**config.mk**
```make
export PLATFORM = sky130hd
export DESIGN_NAME = lod_scan_sequencer
export DESIGN_NICKNAME = d
export VERILOG_FILES = /design/src/rtl/lod_scan_sequencer.sv
export SDC_FILE = /design/constraint.sdc
export NUM_CORES = 1
export LEC_CHECK = 0
export CAP_MARGIN = 10
export CORE_MARGIN = 4
export CORE_UTILIZATION = 48
export DETAILED_ROUTE_END_ITERATION = 8
export GPL_ROUTABILITY_DRIVEN = 0
export HOLD_SLACK_MARGIN = 0.15
export PLACE_DENSITY_LB_ADDON = 0.12
export SYNTH_ARGS = -nofsm -noshare
export SYNTH_HDL_FRONTEND = slang
export SYNTH_SLANG_ARGS = --single-unit
```
**constraint.sdc**
```tcl
create_clock -name clk_i -period 4.85 [get_ports clk_i]
set_input_delay 1.455 -clock clk_i [delete_from_list [all_inputs] [get_ports clk_i]]
set_output_delay 1.455 -clock clk_i [all_outputs]
set_load 0.01 [all_outputs]
```
**src/rtl/lod_scan_sequencer.sv**
```systemverilog
// Zero-position scan sequencer: walks an operand word MSB first
// and emits one beat per clear bit, using a leading-zero detector.

package lau_pkg;
  typedef enum logic [1:0] {
    SLOW   = 2'd0,
    MEDIUM = 2'd1,
    FAST   = 2'd2
  } speed_e;
endpackage

// Reports the most significant clear bit of i_vec as a one-hot vector.
// All-ones input yields zero. speed only trades logic depth.
module LeadOneDet #(
  parameter int              width = 8,
  parameter lau_pkg::speed_e speed = lau_pkg::FAST
) (
  input  logic [width-1:0] i_vec,
  output logic [width-1:0] o_onehot
);

  logic [width-1:0] w_free;

  assign w_free = ~i_vec;

  if (speed == lau_pkg::SLOW) begin : g_ripple

    logic w_seen;

    // linear priority chain from the MSB down
    always_comb begin
      w_seen   = 1'b0;
      o_onehot = '0;
      for (int i = width - 1; i >= 0; i--) begin
        o_onehot[i] = w_free[i] & ~w_seen;
        w_seen      = w_seen | w_free[i];
      end
    end

  end else begin : g_prefix

    localparam int STG = $clog2(width);

    logic [width-1:0] w_pre [STG+1];
    logic [width-1:0] w_incl;

    assign w_pre[0] = w_free;

    // log-depth suffix OR: w_incl[i] = |w_free[width-1:i]
    for (genvar s = 0; s < STG; s++) begin : g_stg
      for (genvar i = 0; i < width; i++) begin : g_bit
        if (i + (1 << s) < width) begin : g_or
          assign w_pre[s+1][i] =
            w_pre[s][i] | w_pre[s][i+(1<<s)];
        end else begin : g_pass
          assign w_pre[s+1][i] = w_pre[s][i];
        end
      end
    end

    assign w_incl   = w_pre[STG];
    assign o_onehot = w_incl & ~(w_incl >> 1);

  end

endmodule

module lod_scan_sequencer #(
  parameter int              width = 8,
  parameter lau_pkg::speed_e speed = lau_pkg::FAST,
  localparam int             IDXW  = $clog2(width)
) (
  input  logic             clk_i,
  input  logic             rst_i,
  input  logic             flush_i,
  input  logic             in_valid_i,
  output logic             in_ready_o,
  input  logic [width-1:0] in_data_i,
  output logic             out_valid_o,
  input  logic             out_ready_i,
  output logic [IDXW-1:0]  out_idx_o,
  output logic [width-1:0] out_onehot_o,
  output logic             out_last_o,
  output logic             out_empty_o,
  output logic [IDXW:0]    count_o,
  output logic             busy_o
);

  typedef enum logic {
    IDLE = 1'b0,
    SCAN = 1'b1
  } state_t;

  state_t           r_state;
  logic [width-1:0] r_work;
  logic [IDXW:0]    r_count;

  logic [width-1:0] w_z;
  logic [IDXW-1:0]  w_idx;
  logic             w_scan;
  logic             w_all_ones;
  logic             w_last;
  logic             w_acc;
  logic             w_beat;

  LeadOneDet #(
    .width (width),
    .speed (speed)
  ) u_lod (
    .i_vec    (r_work),
    .o_onehot (w_z)
  );

  // binary encode of the one-hot detector output
  always_comb begin
    w_idx = '0;
    for (int i = 0; i < width; i++) begin
      if (w_z[i]) begin
        w_idx = w_idx | IDXW'(i);
      end
    end
  end

  assign w_scan     = (r_state == SCAN);
  assign w_all_ones = &r_work;
  assign w_last     = w_scan
                    & (w_all_ones | (&(r_work | w_z)));

  // a new word may load on the last-beat handshake: no bubble
  assign in_ready_o = ~flush_i
                    & (~w_scan | (out_ready_i & w_last));

  assign w_acc  = in_valid_i & in_ready_o;
  assign w_beat = w_scan & out_ready_i;

  assign out_valid_o  = w_scan;
  assign out_onehot_o = w_scan ? w_z : '0;
  assign out_idx_o    = w_scan ? w_idx : '0;
  assign out_last_o   = w_last;
  assign out_empty_o  = w_scan & w_all_ones;
  assign count_o      = r_count;
  assign busy_o       = w_scan;

  // load, mark-reported-bit and flush sequencing
  always_ff @(posedge clk_i) begin
    if (rst_i) begin
      r_state <= IDLE;
      r_work  <= '0;
      r_count <= '0;
    end else if (w_scan && flush_i) begin
      r_state <= IDLE;
      r_count <= '0;
    end else if (w_acc) begin
      r_work  <= in_data_i;
      r_count <= '0;
      r_state <= SCAN;
    end else if (w_beat) begin
      r_work  <= r_work | w_z;
      r_count <= r_count + {{IDXW{1'b0}}, 1'b1};
      if (w_last) begin
        r_state <= IDLE;
      end
    end
  end

endmodule

```
==> impl_results.md <==
- Outcome: complete, no violations
- Number of remaining DRC errors: 0
- First-pass GRT wire length: 4.08 mm
- Fraction of final layout cells with drive strength greater than 1: under 10%
- Total core area: 1940 sq um
- Unrepaired setup endpoints after global routing: no
- Number of nets with antenna violations after detailed routing: 0
- Number of sinks on the clock net: 13
- Leakage component of the power: around 0.47 nW
- Core occupancy in the finished layout: between 60% and 70%
- Clock Tree Root: sky130_fd_sc_hd__clkbuf_4
- Worst-path cell chain: clkdlybuf4s50_1 -> nor2b_1 -> a41oi_2 -> o31ai_1 -> nor2_1 -> clkdlybuf4s50_1
- Average wire per cell in the routed design: between 10 and 15 microns
- # diodes: 0
- CTS Hold Bufs: 0
- Critical path required time: approximately 3.4 ns
- Routed wire length: approximately 2.4 mm
- Worst-margin pin slew: ~0.55 ns
- Tightest Hold Check Type: flop to flop
- Power density over cell area: between 150 and 200 nW/um^2
- Total via count in the routed design: 986
- Ports placed on the boundary: 33
- Row count: 16
- IR drop worst, VDD: 177 uV
- Data arrival at the endpoint of the critical path: around 3.1 ns
- Die Wd: approximately 53 microns
- Synthesized area: 977 sq um
- Slew Limit Fails: 0
- Overall global routing resource usage: 19.7%
- Clock buffer count from CTS: 3
- Number of gates given a new drive strength after cts: 0
- Number of global-route vias before repair: 871
- CTS H-Tree Depth: 1
- Period utilization: between 90% and 100%
- Buf+Inv Stages, Crit Path: 2
- Worst-case clock skew: approximately 0.013 ns
- Port Buffer Count: 32
- Final net count: 160
- # setup viols final: 0
- Clock latency on the worst-skew pair: just under 0.3 ns
- Crit path max-delay cell type: sky130_fd_sc_hd__clkdlybuf4s50_1
- Maximum clock path buffer count: 2
- CTS tree: yes
- Net count after synthesis: approximately 130
- Iteration-0 DRC Markers: 57
- Fill cells: ~180
- Die height: approximately 53 microns
- Estimated wirelength of the detail-placed design: roughly 1.8 mm
- Critical path peak fanout: 4
- Yosys synthesis warning count: 0
- Via density per instance: about 5.7
- Kind of cell adding the most delay to the critical path: buffers and inverters
- Die area: roughly 2800 sq um
- Element type at the critical path end: primary output
- Synthesized netlist cell count: about 120
- Time the final worst path needs with I/O delays and setup: between 4 and 5 ns
- Count of TritonRoute iterations in the first routing pass: 4
- Critical path class: input pin to primary output
- Avg Inst Size Synth: approximately 8 sq um
- Initial antenna violation count: 0
- Maximum operating frequency: around 0.22 GHz
- Final count of hold timing violations: 0
- Max Cap Violations: 0
- Area delta synth->final: 31.0%
- Startpoint types: input pin
- Setup fix buffers added after clock tree synthesis: 0
- Max stage delay on crit path: 0.55 ns
- Final setup TNS: 0 ns
- Slew headroom: 63.0%
- Top cell by count, worst path: sky130_fd_sc_hd__clkdlybuf4s50_1
- Register bit total from synthesis: 13
- Effective utilization at floorplan: 50.3%
- Clock-pin slew on the worst setup and hold paths: approximately 0.070 ns
- Library cells used by synthesis: 39
- Largest net degree at the start of global routing: 18
- Sequential share of the synthesized area: a little over a quarter
- Global route total overflow: 0
-- power breakdown --
part	leakage (nW)	internal [W]	switching (W)
clock	0.0150	0.0000320	0.0000384
combinational	0.345	0.0000287	0.0000251
sequential	0.106	0.000112	0.0000128
total	0.466	0.000172	0.0000764
-- kinds of logic after synthesis --
logic type / after synthesis / share of synthesized area [%]
multiplexers: 3 / 3.07
XOR/XNOR: 3 / 2.69
AO/OA/AOI/OAI: 33 / 28.7
flip-flops: 13 / 26.6
adder cells (fa/ha/maj): 1 / 1.28
AND/OR/NAND/NOR: 47 / 26.2
buffers and inverters: 19 / 11.4
-- layer usage --
metal / GRT usage (%) / wire, microns
met4: 9.36 / 30
met2: 30.8 / 1140
met1: 26.4 / 1100
met5: 0 / 0
met3: 2.82 / 155
-- placed cells by master (no fill, tap or decap), types with 4 or more instances in the layout --
master	count
sky130_fd_sc_hd__clkdlybuf4s50_1	32
sky130_fd_sc_hd__dfxtp_1	13
sky130_fd_sc_hd__nor2_1	12
sky130_fd_sc_hd__inv_1	9
sky130_fd_sc_hd__nand3_1	9
sky130_fd_sc_hd__nand2_1	6
sky130_fd_sc_hd__a21oi_1	5
sky130_fd_sc_hd__nor3_2	4
sky130_fd_sc_hd__a211oi_2	4
-- stage by stage --
step / hold slack [ns] / setup WS, ns / std cells / power (W) / cell area (sq um)
2_1_floorplan: 0.542 / 1.45 / 119 / 0.000160 / 977
3_3_place_gp: 0.538 / 0.409 / 168 / 0.000178 / 1250
3_5_place_dp: 0.552 / 0.381 / 168 / 0.000180 / 1250
4_1_cts: 0.563 / 0.331 / 172 / 0.000250 / 1280
5_1_grt: 0.586 / 0.251 / 172 / 0.000261 / 1280
6_report: 0.558 / 0.338 / 172 / 0.000249 / 1280
-- final cells by class --
| class | instances | area [sq um] | area share (%) |
|---|---|---|---|
| multi-input cells | 87 | 606 | 47.3 |
| repair buffers | 32 | 320 | 25.0 |
| flip-flops and latches | 13 | 260 | 20.3 |
| inverters | 9 | 33.8 | 2.64 |
| well taps | 27 | 33.8 | 2.64 |
| clock buffers | 4 | 26.3 | 2.05 |
-- tightest hold or removal path, stage by stage (launching register included) --
cell                      delay [ns]
sky130_fd_sc_hd__dfxtp_1        0.35
sky130_fd_sc_hd__xnor2_1        0.14
sky130_fd_sc_hd__nor3_2         0.04
-- registers in the layout (all words and copies together) (netlist names) --
| register | flops |
|---|---|
| r_work | 8 |
| count_o | 4 |
| busy_o | 1 |
-- cells in the mapped netlist, drive strengths merged --
| cell type | number | share of area (%) |
|---|---|---|
| mux2i | 3 | 3.1 |
| nor2 | 12 | 4.6 |
| a21oi | 5 | 2.6 |
| a311o | 1 | 1.0 |
| a41oi | 1 | 1.7 |
| xor2 | 2 | 1.8 |
| nand2b | 3 | 1.9 |
| nor2b | 3 | 1.9 |
| o31ai | 2 | 1.5 |
| clkbuf | 2 | 0.77 |
| nor3 | 6 | 5.1 |
| nor4 | 2 | 1.3 |
| a21o | 1 | 0.77 |
| o2111ai | 2 | 1.8 |
| a31oi | 1 | 0.64 |
| a211oi | 7 | 7.4 |
| nand3 | 9 | 4.6 |
| inv | 9 | 3.5 |
| dfxtp | 13 | 27 |
| o21bai | 3 | 2.3 |
| o21a | 2 | 1.5 |
| xnor2 | 1 | 0.90 |
| o311a | 1 | 2.2 |
| buf | 8 | 7.2 |
| o2bb2ai | 2 | 1.8 |
| o21ai | 3 | 1.5 |
| nand2 | 6 | 2.3 |
| nand4 | 3 | 1.9 |
| nor3b | 1 | 0.77 |
| ha | 1 | 1.3 |
| and4 | 2 | 1.8 |
| o221a | 1 | 1.2 |
| a21boi | 1 | 0.77 |
-- final timing paths --
kind / from / to / slack [ns] / cells after the start
max: out_ready_i / in_ready_o / 0.34 / 6
min: count_o[3] / count_o[3] / 0.56 / 2
min reg2reg: count_o[3] / count_o[3] / 0.56 / 2
max reg2reg: r_work[3] / r_work[4] / 3.01 / 4
Note: power is estimated with default switching activity, not from simulation.
